File: src/rtl/seq_pkg.sv
// Shared types and defaults for the program sequencer and its address counter.
package seq_pkg;

    // Run-control states, 2-bit encoding.
    typedef enum logic [1:0] {
        SEQ_IDLE = 2'd0,
        SEQ_RUN  = 2'd1,
        SEQ_STEP = 2'd2,
        SEQ_DONE = 2'd3
    } seq_state_t;

    // Default program address width (ProgramMemory depth 2**SEQ_ADDR_W).
    localparam int SEQ_ADDR_W   = 5;
    // Default last program address.
    localparam int SEQ_END_ADDR = 31;

endpackage : seq_pkg

File: src/rtl/seq_addr_counter.sv
// Program address register: load, advance, wrap or hold at the last address,
// and a terminal flag while the address sits on END_ADDR.
module seq_addr_counter
    import seq_pkg::*;
#(
    parameter int ADDR_W   = SEQ_ADDR_W,
    parameter int END_ADDR = SEQ_END_ADDR,
    parameter bit WRAP     = 1'b0
) (
    input  logic              clk,
    input  logic              Reset,
    input  logic              load_en,
    input  logic [ADDR_W-1:0] load_addr,
    input  logic              advance_en,
    output logic [ADDR_W-1:0] addr,
    output logic              at_end
);

    localparam logic [ADDR_W-1:0] END_A = ADDR_W'(END_ADDR);

    logic [ADDR_W-1:0] addr_q;
    logic [ADDR_W-1:0] addr_d;

    assign at_end = (addr_q == END_A);
    assign addr   = addr_q;

    // Next address: a load beats an advance; the last address wraps or holds.
    always_comb begin
        // NOTE: every path starts from a default so no latch is inferred.
        addr_d = addr_q;
        if (load_en) begin
            addr_d = load_addr;
        end else if (advance_en) begin
            if (at_end) begin
                addr_d = WRAP ? '0 : addr_q;
            end else begin
                addr_d = addr_q + 1'b1;
            end
        end
    end

    // Address register with synchronous reset to 0.
    always_ff @(posedge clk) begin
        // NOTE: non-blocking assignments keep all flops sampling pre-edge values.
        if (Reset) begin
            addr_q <= '0;
        end else begin
            addr_q <= addr_d;
        end
    end

endmodule : seq_addr_counter

File: src/rtl/program_sequencer.sv
// Run-control sequencer: holds the program address, sequences run / halt /
// single-step / jump, and gates the decoder enables so the datapath only
// changes state in executing cycles.
// Optional breakpoint support is built when SEQ_BREAKPOINT_EN is defined.
module program_sequencer
    import seq_pkg::*;
#(
    parameter int ADDR_W   = SEQ_ADDR_W,
    parameter int END_ADDR = SEQ_END_ADDR,
    parameter bit WRAP     = 1'b0
) (
    input  logic              clk,
    input  logic              Reset,
    input  logic              Start,
    input  logic              Stop,
    input  logic              Step,
    input  logic              JmpEn,
    input  logic [ADDR_W-1:0] JmpAddr,
    input  logic              RegCE_i,
    input  logic              CY_CE_i,
    input  logic              A_CE_i,
    input  logic              nResetCY_i,
`ifdef SEQ_BREAKPOINT_EN
    input  logic              BpEn,
    input  logic [ADDR_W-1:0] BpAddr,
`endif
    output logic [ADDR_W-1:0] Addr,
    output logic              RegCE,
    output logic              CY_CE,
    output logic              A_CE,
    output logic              nResetCY,
    output logic              Running,
    output logic              Done,
    output logic              BpHit
);

    seq_state_t        state_q, state_d;
    logic              step_q, step_d;
    logic              step_rise;
    logic              exec;
    logic              bp_block;
    logic              load_en;
    logic [ADDR_W-1:0] load_addr;
    logic              advance_en;
    logic              at_end;

    seq_addr_counter #(
        .ADDR_W  (ADDR_W),
        .END_ADDR(END_ADDR),
        .WRAP    (WRAP)
    ) u_addr (
        .clk       (clk),
        .Reset     (Reset),
        .load_en   (load_en),
        .load_addr (load_addr),
        .advance_en(advance_en),
        .addr      (Addr),
        .at_end    (at_end)
    );

    // A held Step only counts once: it must be seen low before it steps again.
    assign step_d    = Step;
    assign step_rise = Step & ~step_q;

    // State register and registered Step.
    always_ff @(posedge clk) begin
        if (Reset) begin
            state_q <= SEQ_IDLE;
            step_q  <= 1'b0;
        end else begin
            state_q <= state_d;
            step_q  <= step_d;
        end
    end

    // Next state plus address-counter control.
    always_comb begin
        state_d    = state_q;
        load_en    = 1'b0;
        load_addr  = '0;
        advance_en = 1'b0;
        unique case (state_q)
            SEQ_IDLE: begin
                if (Start) begin
                    state_d = SEQ_RUN;
                end else if (step_rise) begin
                    state_d = SEQ_STEP;
                end else if (JmpEn) begin
                    load_en   = 1'b1;
                    load_addr = JmpAddr;
                end
            end
            SEQ_RUN: begin
                if (bp_block) begin
                    state_d = SEQ_IDLE;
                end else begin
                    advance_en = 1'b1;
                    if (at_end && !WRAP) begin
                        state_d = SEQ_DONE;
                    end else if (Stop) begin
                        state_d = SEQ_IDLE;
                    end
                end
            end
            SEQ_STEP: begin
                advance_en = 1'b1;
                state_d    = (at_end && !WRAP) ? SEQ_DONE : SEQ_IDLE;
            end
            SEQ_DONE: begin
                if (Start) begin
                    state_d   = SEQ_RUN;
                    load_en   = 1'b1;
                    load_addr = '0;
                end
            end
            default: state_d = SEQ_IDLE;
        endcase
    end

    // Execute qualification and decoder-enable gating.
    always_comb begin
        exec     = ((state_q == SEQ_RUN) && !bp_block) || (state_q == SEQ_STEP);
        RegCE    = RegCE_i & exec;
        CY_CE    = CY_CE_i & exec;
        A_CE     = A_CE_i & exec;
        nResetCY = nResetCY_i | ~exec;
        Running  = (state_q == SEQ_RUN);
        Done     = (state_q == SEQ_DONE);
    end

`ifdef SEQ_BREAKPOINT_EN
    logic first_run_q, first_run_d;
    logic bp_hit_q, bp_hit_d;

    // Breakpoint compare, skipped on the first RUN cycle so Start resumes past it.
    always_comb begin
        bp_block = (state_q == SEQ_RUN) && BpEn && (Addr == BpAddr) && !first_run_q;
    end

    // First-RUN-cycle marker and sticky hit flag.
    always_comb begin
        first_run_d = (state_d == SEQ_RUN) && (state_q != SEQ_RUN);
        bp_hit_d    = bp_hit_q;
        if (bp_block) begin
            bp_hit_d = 1'b1;
        end else if (Start || Step) begin
            bp_hit_d = 1'b0;
        end
    end

    // Breakpoint state registers.
    always_ff @(posedge clk) begin
        if (Reset) begin
            first_run_q <= 1'b0;
            bp_hit_q    <= 1'b0;
        end else begin
            first_run_q <= first_run_d;
            bp_hit_q    <= bp_hit_d;
        end
    end

    assign BpHit = bp_hit_q;
`else
    assign bp_block = 1'b0;
    assign BpHit    = 1'b0;
`endif

endmodule : program_sequencer
File: config.mk
export PLATFORM = sky130hd
export DESIGN_NAME = program_sequencer
export DESIGN_NICKNAME = d
export VERILOG_FILES = /design/src/rtl/seq_pkg.sv /design/src/rtl/seq_addr_counter.sv /design/src/rtl/program_sequencer.sv
export SDC_FILE = /design/constraint.sdc
export NUM_CORES = 1
export LEC_CHECK = 0
export BUFFER_PORTS_ARGS = -buffer_cell sky130_fd_sc_hd__buf_2
export CAP_MARGIN = 25
export CORE_UTILIZATION = 42
export CTS_BUF_LIST = sky130_fd_sc_hd__clkbuf_4
export DETAILED_ROUTE_END_ITERATION = 10
export PLACE_DENSITY = 0.77
export SLEW_MARGIN = 20
export SYNTH_ARGS = -nofsm -noshare
export SYNTH_HDL_FRONTEND = slang
export SYNTH_SLANG_ARGS = --single-unit
export TNS_END_PERCENT = 1
File: constraint.sdc
create_clock -name clk -period 2 [get_ports clk]
set_clock_uncertainty 0.15 [all_clocks]
set_input_delay 0.1 -clock clk [delete_from_list [all_inputs] [get_ports clk]]
set_output_delay 0.1 -clock clk [all_outputs]
set_load 0.1 [all_outputs]
==> impl_metrics.json <==
{
  "outcome": "completed",
  "nets": 120,
  "grt-ovfl-total": 0,
  "synth_ff_type": "dfxtp_1",
  "antenna_found_initial": 0,
  "seqCellArea_sq_um": 176,
  "rows": 12,
  "stdcell_area_sq_um": 856,
  "power_density_nw_per_um2": 1750,
  "final_cells": 112,
  "yosysSeqAreaShare": 0.279,
  "num_vias": 596,
  "cts_max_level": 1,
  "drv_slew": 0,
  "initial_core_util": 0.484,
  "place_area_sq_um": 785,
  "drt_iter0_markers": 4,
  "cap_violations": 0,
  "dp_cells": 105,
  "insertion_delay_ns": 0.26,
  "synth_area_leaders": "dfxtp_1 (28%), ha_1 (11%), and2_2 (3.9%), inv_1 (3.9%), nand4_4 (3.7%)",
  "gp_congestion": 0.822,
  "cts_buffers": 3,
  "num_antenna_cells": 0,
  "cp-start-kind": "flop",
  "avgSynthCellArea_sq_um": 8.57,
  "rsz0062_at_grt": "true",
  "grt_pass1_wl_um": 2250,
  "die_w_um": 39.0,
  "cp-startpoint": "state_q[0]",
  "synth_edf_count": 0,
  "fp.coreArea_sq_um": 1190,
  "worstHoldPathType": "in -> reg",
  "clock_sinks": 8,
  "cts.reportedPaths.clkPinSlew_ns": 0.06,
  "fill_cells": 95,
  "clk_path_buf_depth": 2,
  "max_freq_ghz": 0.516,
  "multiInputGateArea_sq_um": 422,
  "synth_fp_nets": 87,
  "area_growth_pct": 49.0,
  "p_leak_nw": 0.380,
  "rr_worst_depth": 6,
  "gr-usage-all-layers": 0.225,
  "period_needed_ns": 1.94,
  "die_h_um": 39.0,
  "drc": 0,
  "drtPass1Iterations": 4,
  "critPathMaxFanout": 5,
  "ys_ff_latch": 8,
  "r2r_slack_ns": 0.06,
  "p_total_mw": 1.49,
  "syn_inst": 67,
  "post-route-period-util": 0.969,
  "ys_types": 32,
  "cp-end-kind": "flop",
  "wl_per_cell_um": 12.4,
  "cts_tree": "built",
  "cp.arrival_ns": 1.94,
  "wl_um": 1390,
  "grt_pass1_vias": 569,
  "r2r_start": "state_q[0]",
  "hold_depth": 4,
  "drive_above_1_share": 0.480,
  "hpwl_um": 1100,
  "yosysTopAreaCellShare": 0.279,
  "crit_type": "reg -> reg",
  "hold_viol_final": 0,
  "ir_worst_vdd_mv": 1.27,
  "required_ns": 2.01,
  "hold_start": "Stop",
  "antenna_left": 0,
  "synth_warnings": 0,
  "grt_max_degree": 10,
  "synthArstFlopShare": 0,
  "root_buffer": "clkbuf_4",
  "dieArea_sq_um": 1520,
  "finalSetupViolations": 0,
  "port_buffers": 25,
  "via_per_inst": 5.32,
  "boundaryPins": 27,
  "syn_area_sq_um": 574,
  "yosys.area.top_type": "dfxtp_1"
}
routing by layer:
metal | up-vias | wire (um) | GRT usage
met5 | - | 0 | 0
met4 | 0 | 0 | 0.0517
met3 | 0 | 88 | 0.0867
met2 | 20 | 735 | 0.396
met1 | 273 | 569 | 0.251
li1 | 303 | - | -
cell families (layout without fill, tap and decap cells):
logic type / Yosys count / count (layout) / synth area share
buf+inv: 8 / 39 / 0.0588
other cells: 1 / 1 / 0.00653
simple gates: 28 / 28 / 0.299
mux: 2 / 2 / 0.0436
flops: 8 / 8 / 0.279
fa+ha+maj: 5 / 5 / 0.109
compound gates: 13 / 13 / 0.174
xor+xnor: 2 / 2 / 0.0305
flip-flops by register name, indices dropped and copies added (netlist names):
register	flops
state_q	2
u_addr.addr	5
step_q	1
synth_stat cells (2+ instances only):
cell	number
a211oi_1	2
a21oi_1	2
and2_2	3
dfxtp_1	8
ha_1	5
inv_1	6
nand2_1	5
nand2b_1	3
nand3_1	2
nor2_1	4
nor3_1	3
o21ai_0	2
o221ai_1	2
xnor2_1	2
path summary, 6_finish.rpt:
| check | to |
|---|---|
| max | u_addr.addr[2] |
| min | state_q[1] |
| max reg2reg | u_addr.addr[2] |
| min reg2reg | u_addr.addr[4] |
layout by cell type (no fill, tap or decap), drive strengths merged, types with 2 or more instances in the layout:
master | synthesis | final
dlygate4sd3 | 0 | 4
nor3 | 3 | 3
buf | 1 | 25
nand2 | 5 | 5
nand3 | 2 | 2
xnor2 | 2 | 2
and2 | 3 | 3
dfxtp | 8 | 8
clkbuf | 1 | 4
nand2b | 3 | 3
nor2 | 5 | 5
o221ai | 2 | 2
a21oi | 2 | 2
ha | 5 | 5
inv | 6 | 6
o21ai | 3 | 3
a211oi | 2 | 2
area by class of cell:
cell class,count,area share
Inverter,6,0.0263
Multi-Input combinational cell,51,0.493
Tap cell,14,0.0205
Sequential cell,8,0.206
Timing Repair Buffer,30,0.228
Clock buffer,3,0.0263
metrics by stage:
| step | utilization | hold WS (ns) | TNS, ns | worst slack, ns |
|---|---|---|---|---|
| finish | 0.722 | 0.0141 | 0 | 0.0624 |
| global route | 0.722 | 0.0374 | -0.0256 | -0.0256 |
| CTS | 0.718 | 0.0105 | 0 | 0.000230 |
| detailed placement | 0.661 | 0.187 | 0 | 0.0473 |
| global placement | 0.661 | 0.181 | 0 | 0.139 |
| floorplan | - | 0.0757 | 0 | 0.0570 |
where the power goes:
group | internal [mW] | switching [mW]
registers | 0.234 | 0.0645
clock network | 0.0690 | 0.0596
logic | 0.288 | 0.779
worst max-delay path: stages, from the launching register on:
cell	delay, ns
dfxtp_1	0.39
inv_1	0.06
ha_1	0.33
nor2_2	0.20
and4_4	0.29
nor2_1	0.08
a2111oi_2	0.33
what timing repair did:
action | CTS | global route
gates resized for setup | 2 | 2
endpoints found under the hold margin | 4 | 0
endpoints found under the setup margin | 2 | 2
setup buffers | 0 | 0
hold buffers | 4 | 0
Note: power is estimated with default switching activity, not from simulation.
